**src/rtl/riscv_pkg.sv**
```systemverilog
// Shared types and helpers for the branch prediction logic.
package riscv_pkg;

  // Widest tag any legal IDX_W/TAG_W split of a 32-bit word-aligned PC can need.
  localparam int TAG_MAX_W = 30;

  localparam logic [1:0] CTR_SNT = 2'b00;
  localparam logic [1:0] CTR_WNT = 2'b01;
  localparam logic [1:0] CTR_WT  = 2'b10;
  localparam logic [1:0] CTR_ST  = 2'b11;

  typedef struct packed {
    logic                 valid;
    logic [TAG_MAX_W-1:0] tag;
    logic [31:0]          target;
    logic [1:0]           ctr;
  } btb_entry_t;

  // Two-bit saturating counter step toward the observed outcome.
  function automatic logic [1:0] sat_update(input logic [1:0] ctr, input logic taken);
    logic [1:0] nxt;
    nxt = ctr;
    if (taken) begin
      if (ctr != CTR_ST) nxt = ctr + 2'd1;
    end else begin
      if (ctr != CTR_SNT) nxt = ctr - 2'd1;
    end
    return nxt;
  endfunction

endpackage

```
**src/rtl/btb_table.sv**
```systemverilog
// Direct-mapped BTB storage: one combinational read port for Fetch, one
// synchronous read-modify-write port for Execute training, synchronous clear.
module btb_table
  import riscv_pkg::*;
#(
  parameter int IDX_W = 6,
  parameter int TAG_W = 8
) (
  input  logic             clk,
  input  logic             reset,
  input  logic [IDX_W-1:0] rd_idx,
  output btb_entry_t       rd_entry,
  input  logic             wr_en,
  input  logic [IDX_W-1:0] wr_idx,
  input  logic [TAG_W-1:0] wr_tag,
  input  logic             wr_taken,
  input  logic             wr_jump,
  input  logic [31:0]      wr_target
);

  localparam int DEPTH = 1 << IDX_W;

  logic             valid_q  [DEPTH];
  logic [1:0]       ctr_q    [DEPTH];
  logic [TAG_W-1:0] tag_q    [DEPTH];
  logic [31:0]      target_q [DEPTH];

  logic wr_hit;

  // Hit check for the training port, against the entry as it is before this edge.
  always_comb begin
    wr_hit = valid_q[wr_idx] && (tag_q[wr_idx] == wr_tag);
  end

  // Fetch read port: pre-update contents, so a same-cycle write is seen next cycle.
  always_comb begin
    rd_entry        = '0;
    rd_entry.valid  = valid_q[rd_idx];
    rd_entry.tag    = TAG_MAX_W'(tag_q[rd_idx]);
    rd_entry.target = target_q[rd_idx];
    rd_entry.ctr    = ctr_q[rd_idx];
  end

  // Control state: valid bits and counters, cleared by reset.
  always_ff @(posedge clk) begin
    if (reset) begin
      for (int i = 0; i < DEPTH; i++) begin
        valid_q[i] <= 1'b0;
        ctr_q[i]   <= CTR_SNT;
      end
    end else if (wr_en) begin
      if (wr_hit) begin
        ctr_q[wr_idx] <= sat_update(ctr_q[wr_idx], wr_taken);
      end else if (wr_taken) begin
        valid_q[wr_idx] <= 1'b1;
        ctr_q[wr_idx]   <= wr_jump ? CTR_ST : CTR_WT;
      end
    end
  end

  // Payload: tag and target only change on a taken resolve (hit retarget or
  // allocation); on a hit the tag rewrite is the same value.
  always_ff @(posedge clk) begin
    if (wr_en && wr_taken) begin
      tag_q[wr_idx]    <= wr_tag;
      target_q[wr_idx] <= wr_target;
    end
  end

endmodule

```
**src/rtl/branch_predictor.sv**
```systemverilog
// Dynamic branch predictor: BTB lookup in Fetch, training and mispredict
// detection in Execute, plus saturating performance counters.
module branch_predictor
  import riscv_pkg::*;
#(
  parameter int IDX_W = 6,
  parameter int TAG_W = 8,
  parameter int CNT_W = 32
) (
  input  logic             clk,
  input  logic             reset,
  input  logic [31:0]      PCF,
  output logic             PredTakenF,
  output logic [31:0]      PredTargetF,
  input  logic             BranchE,
  input  logic             JumpE,
  input  logic             TakenE,
  input  logic [31:0]      PCE,
  input  logic [31:0]      PCTargetE,
  input  logic [31:0]      PCPlus4E,
  input  logic             PredTakenE,
  input  logic [31:0]      PredTargetE,
  input  logic             FlushE,
  output logic             MispredictE,
  output logic [31:0]      RedirectPCE,
  output logic [CNT_W-1:0] BranchCount,
  output logic [CNT_W-1:0] MispredCount
);

  localparam int TAG_LO = IDX_W + 2;
  localparam int TAG_HI = IDX_W + TAG_W + 1;

  logic [IDX_W-1:0] idx_f;
  logic [TAG_W-1:0] tag_f;
  logic [IDX_W-1:0] idx_e;
  logic [TAG_W-1:0] tag_e;
  btb_entry_t       entry_f;
  logic             hit_f;
  logic             resolve_e;
  logic             wr_en;
  logic             unused_bits;

  assign idx_f = PCF[IDX_W+1:2];
  assign tag_f = PCF[TAG_HI:TAG_LO];
  assign idx_e = PCE[IDX_W+1:2];
  assign tag_e = PCE[TAG_HI:TAG_LO];

  // PC bits outside index/tag and the spare tag field bits carry no information here.
  assign unused_bits = ^{PCF, PCE, entry_f.tag};

  // Training is blocked while reset is high so the clear always wins.
  assign wr_en = resolve_e & ~reset;

  btb_table #(
    .IDX_W (IDX_W),
    .TAG_W (TAG_W)
  ) u_btb (
    .clk       (clk),
    .reset     (reset),
    .rd_idx    (idx_f),
    .rd_entry  (entry_f),
    .wr_en     (wr_en),
    .wr_idx    (idx_e),
    .wr_tag    (tag_e),
    .wr_taken  (TakenE),
    .wr_jump   (JumpE),
    .wr_target (PCTargetE)
  );

  // Fetch lookup: zero latency from PCF, forced quiet during reset.
  always_comb begin
    hit_f       = entry_f.valid && (entry_f.tag[TAG_W-1:0] == tag_f);
    PredTakenF  = 1'b0;
    PredTargetF = '0;
    if (!reset && hit_f) begin
      PredTakenF  = entry_f.ctr[1];
      PredTargetF = entry_f.target;
    end
  end

  // Execute resolve: direction mismatch, or correct taken guess with a stale target.
  always_comb begin
    resolve_e   = (BranchE | JumpE) & ~FlushE;
    MispredictE = 1'b0;
    RedirectPCE = '0;
    if (!reset) begin
      MispredictE = resolve_e &&
                    ((PredTakenE != TakenE) ||
                     (PredTakenE && TakenE && (PredTargetE != PCTargetE)));
      RedirectPCE = TakenE ? PCTargetE : PCPlus4E;
    end
  end

  // Performance counters, saturating at all-ones.
  always_ff @(posedge clk) begin
    if (reset) begin
      BranchCount  <= '0;
      MispredCount <= '0;
    end else begin
      if (resolve_e && (BranchCount != {CNT_W{1'b1}}))
        BranchCount <= BranchCount + CNT_W'(1);
      if (MispredictE && (MispredCount != {CNT_W{1'b1}}))
        MispredCount <= MispredCount + CNT_W'(1);
    end
  end

endmodule

```
**config.mk**
```make
export PLATFORM = sky130hd
export DESIGN_NAME = branch_predictor
export DESIGN_NICKNAME = d
export VERILOG_FILES = /design/src/rtl/riscv_pkg.sv /design/src/rtl/btb_table.sv /design/src/rtl/branch_predictor.sv
export SDC_FILE = /design/constraint.sdc
export NUM_CORES = 2
export LEC_CHECK = 0
export ABC_AREA = 1
export CORE_MARGIN = 2
export CORE_UTILIZATION = 45
export CTS_CLUSTER_DIAMETER = 100
export DETAILED_ROUTE_END_ITERATION = 10
export GPL_ROUTABILITY_DRIVEN = 0
export PLACE_DENSITY = 0.6
export SLEW_MARGIN = 0
export SYNTH_ARGS = -nofsm -noshare
export SYNTH_HDL_FRONTEND = slang
export SYNTH_HIERARCHICAL = 1
export SYNTH_SLANG_ARGS = --single-unit
```
**constraint.sdc**
```tcl
create_clock -name clk -period 12.73 [get_ports clk]
set_input_delay 1.9095 -clock clk [delete_from_list [all_inputs] [get_ports clk]]
set_output_delay 1.9095 -clock clk [all_outputs]
set_load 0.01 [all_outputs]
```
Word-level counts from Yosys, hierarchy flattened:

Memory sizes are Yosys's and may differ from the RTL's.
Cells that the tools add are included.

* output and inout bits: 130
* bits of input ports: 167
* memories: 4
* memory bits (writable): 2752
* bits in registers: 64

* $add $sub $neg: 4
* bitwise logic cells: 6
* reductions and logical operators: 14
* equal/unequal tests: 7
* multiplexer cells: 32

Memory list
* u_btb.target_q: words 64, width 32, rd ports 1, clocked after Yosys merged registers in 0, write ports 1, line btb_table.sv:26 `logic [31:0] target_q [DEPTH];`
* u_btb.tag_q: words 64, width 8, rd ports 2, clocked after Yosys merged registers in 0, write ports 1, line btb_table.sv:25 `logic [TAG_W-1:0] tag_q [DEPTH];`
* u_btb.ctr_q: words 64, width 2, rd ports 2, clocked after Yosys merged registers in 0, write ports 64, line btb_table.sv:24 `logic [1:0] ctr_q [DEPTH];`
* u_btb.valid_q: words 64, width 1, rd ports 2, clocked after Yosys merged registers in 0, write ports 64, line btb_table.sv:23 `logic valid_q [DEPTH];`

Operator list (number)
* 32-bit 2-to-1 mux: 3
* 32-bit by 1-bit adder with 32-bit output (second input constant): 2
* 32-bit inequality test (second input constant): 2
* 32-bit inequality test: 1
* 1-bit 2-to-1 mux: 19
* 8-bit == test: 2
* 2-bit 2-to-1 mux: 8
* 6-bit 2-to-1 mux: 2
* 1-bit logical AND: 9
* 2-bit by 1-bit adder with 2-bit output (second input constant): 1
* 1-bit AND: 2
* 2-bit inequality test (second input constant): 1
* 1-bit inverter: 2
* 1-bit OR: 2
* 2-bit nonzero test: 1
* 2-bit OR reduction: 1
* 2-bit by 1-bit subtractor with 2-bit output (second input constant): 1
* 1-bit logical NOT: 1
* 1-bit logical OR: 1
* 1-bit inequality test: 1
* 1-bit OR reduction: 1

Logic depth before layout (Yosys ltp):

An unclocked memory read counts as a cell.

* depth in word-level cells: 10
* mapped depth: 24

Cells and area by module:

The synthesis kept the hierarchy.

By module, submodules not included
* btb_table: sequential area each 81998.6 sq um, cells an instance 10327, area an instance 116325.3 sq um, times used 1
* branch_predictor: sequential area each 1281.2 sq um, cells an instance 843, area an instance 4958.5 sq um, times used 1

Least setup slack after synthesis:

OpenSTA, ideal clock, no wires.

* kind: input to output
* from: input PCF[2]
* to: output PredTargetF[10]
* stages: 16
* path slack: 5.919 ns
* arrival: 4.901 ns
* data required time: 10.820 ns
* path through: clkbuf_1 > buf_2 > clkbuf_1 > clkbuf_1 > clkbuf_1 > a21oi_1 > a221oi_1 > o22ai_1 > o21ai_0 > o22ai_1 > xor2_1 > a211oi_1 > o2111a_1 > nand4_1 > clkbuf_1 > nor2_1

RTL lines
* start, declared: line branch_predictor.sv:12 `input logic [31:0] PCF,`
* end, declared: line branch_predictor.sv:14 `output logic [31:0] PredTargetF,`

==> results.json <==
{
  "status": "finished, final reports clean",
  "dieArea_sq_mm": 0.272,
  "port_buffers": 260,
  "nets": 11216,
  "setup_tns_ns": 0,
  "crit_arrival_ns": 7.25,
  "vias_per_cell": 6.12,
  "hp-class": "register to register",
  "antenna_found_initial": 18,
  "fp.dieH_microns": 522,
  "area_delta_synth_final_pct": 12.8,
  "post-cts-setup-buffer-count": 0,
  "multi_input_area_sq_mm": 0.0328,
  "core-area_sq_mm": 0.267,
  "powerDensity_mw_per_mm2": 146,
  "maxCapViolCount": 0,
  "antenna_left": 0,
  "clock.fmax_mhz": 109,
  "path_clk_slew_ns": 0.06,
  "power_mw": 19.8,
  "drt_iter0_drc": 13066,
  "worstSkewPairLatency_ns": 0.87,
  "timing.final.crit_share": 0.719,
  "cts.repair.resized": 0,
  "cts.sinks": 2816,
  "finalSetupViolations": 0,
  "grt_pass1_wl_microns": 593000,
  "r2r_setup_slack_ns": 8.20,
  "ff_latch_area_sq_mm": 0.0833,
  "rows": 190,
  "worstPathRequired_ns": 10.82,
  "routedWlPerCell_microns": 28.3,
  "cp-end-kind": "output port",
  "grt_max_degree": 178,
  "h-tree-depth": 5,
  "clock_skew_ns": 0.0529,
  "die_w_microns": 522,
  "syn_nets": 11214,
  "finalHoldViolations": 0,
  "cts_tree": "built",
  "gr-total-overflow": 0,
  "worst_pin_slew_ns": 1.39,
  "crit_fanout": 149,
  "drc": 0,
  "cts_buffers": 302,
  "cts_root_buffer": "clkbuf_16",
  "drive_above_1_share": 0.0703,
  "yosysWarnings": 6,
  "ctsHoldBuffers": 0,
  "final_common_cell": "edfxtp_1",
  "ios": 297,
  "criticalPathCategory": "input port to output port",
  "fill_cells": 23234,
  "slew_viol_final": 0,
  "layout_common_cells": "edfxtp_1 (2688), nor2_1 (2083), o21ai_0 (1936), nand2_1 (1293), o22ai_1 (752)",
  "detail_route.first_pass.iterations": 7,
  "totalWireLength_microns": 420000,
  "leakage_nw": 45.4,
  "rsz0062_at_grt": "false",
  "grt_pass1_vias": 84596,
  "syn_area_sq_mm": 0.121,
  "vias": 90663,
  "synth.avg_cell_area_sq_um": 10.9,
  "slew_headroom": 0.0740,
  "start_util": 0.451,
  "hpwlAfterDp_microns": 227000,
  "track_usage": 0.300,
  "period_needed_ns": 9.16,
  "irDropWorstVdd_uv": 125,
  "startpoint_type": "input port",
  "postSynthCellCount": 11044,
  "cts.path.max_buffers": 4
}
[stage by stage]
stage	setup slack (ns)	std cells	cell area [sq um]	hold slack (ns)	utilization
2_1_floorplan	5.92	11044	121000	0.442	-
3_3_place_gp	3.63	14293	127000	0.455	0.475
3_5_place_dp	3.63	14293	127000	0.459	0.475
4_1_cts	3.63	14810	136000	0.474	0.509
5_1_grt	3.36	14815	136000	0.487	0.509
6_report	3.57	14820	136000	0.477	0.509
[worst paths after layout]
| check | startpoint | depth (start not counted) | endpoint |
|---|---|---|---|
| worst min register to register | u_btb/valid_q[43]$_DFF_P_ | 2 | u_btb/valid_q[43]$_DFF_P_ |
| worst max-delay path | PCF[2] | 14 | PredTargetF[30] |
| worst min-delay path | u_btb/valid_q[43]$_DFF_P_ | 2 | u_btb/valid_q[43]$_DFF_P_ |
| worst max register to register | u_btb/tag_q[31][3]$_DFFE_PP_ | 19 | u_btb/ctr_q[4][0]$_SDFFCE_PN0P_ |
[worst max-delay path, cell delays in order]
cell,delay (ns)
buf_8,0.18
inv_8,0.59
buf_4,0.71
buf_12,0.42
buf_4,0.67
o21ai_0,0.16
o22ai_1,0.16
o21ai_0,0.10
o22ai_1,0.44
nor2_1,0.08
o22ai_1,0.51
inv_1,0.11
nor2_1,0.13
clkdlybuf4s50_1,0.56
[state kept, by name (all words and copies together), names as in the netlist]
register and cells:
BranchCount 32, u_btb/valid_q 64, u_btb/tag_q 512, u_btb/ctr_q 128, MispredCount 32, u_btb/target_q 2048
[where the power goes]
part	internal [mW]	total, mW	switching [mW]
registers	10.2	10.2	0.0110
logic	0.347	1.38	1.03
clock network	4.74	8.29	3.55
[layer usage]
layer	part of all wire	wire, microns	up-vias	global-route usage
met5	0.000048	20	-	0
met4	0.058	24500	4	0.157
met3	0.11	45300	1008	0.0558
met2	0.46	192000	5489	0.473
met1	0.38	159000	44680	0.397
li1	-	-	39482	-
[cell type report]
cell class | instances | share of cell area
Inverter | 490 | 0.0138
Multi-Input combinational cell | 6931 | 0.241
Tap cell | 3552 | 0.0327
Clock inverter | 130 | 0.00747
Clock buffer | 387 | 0.0592
Sequential cell | 2816 | 0.612
Timing Repair Buffer | 505 | 0.0334
Antenna cell | 9 | 0.000165
Power figures use the tool's default switching activity.
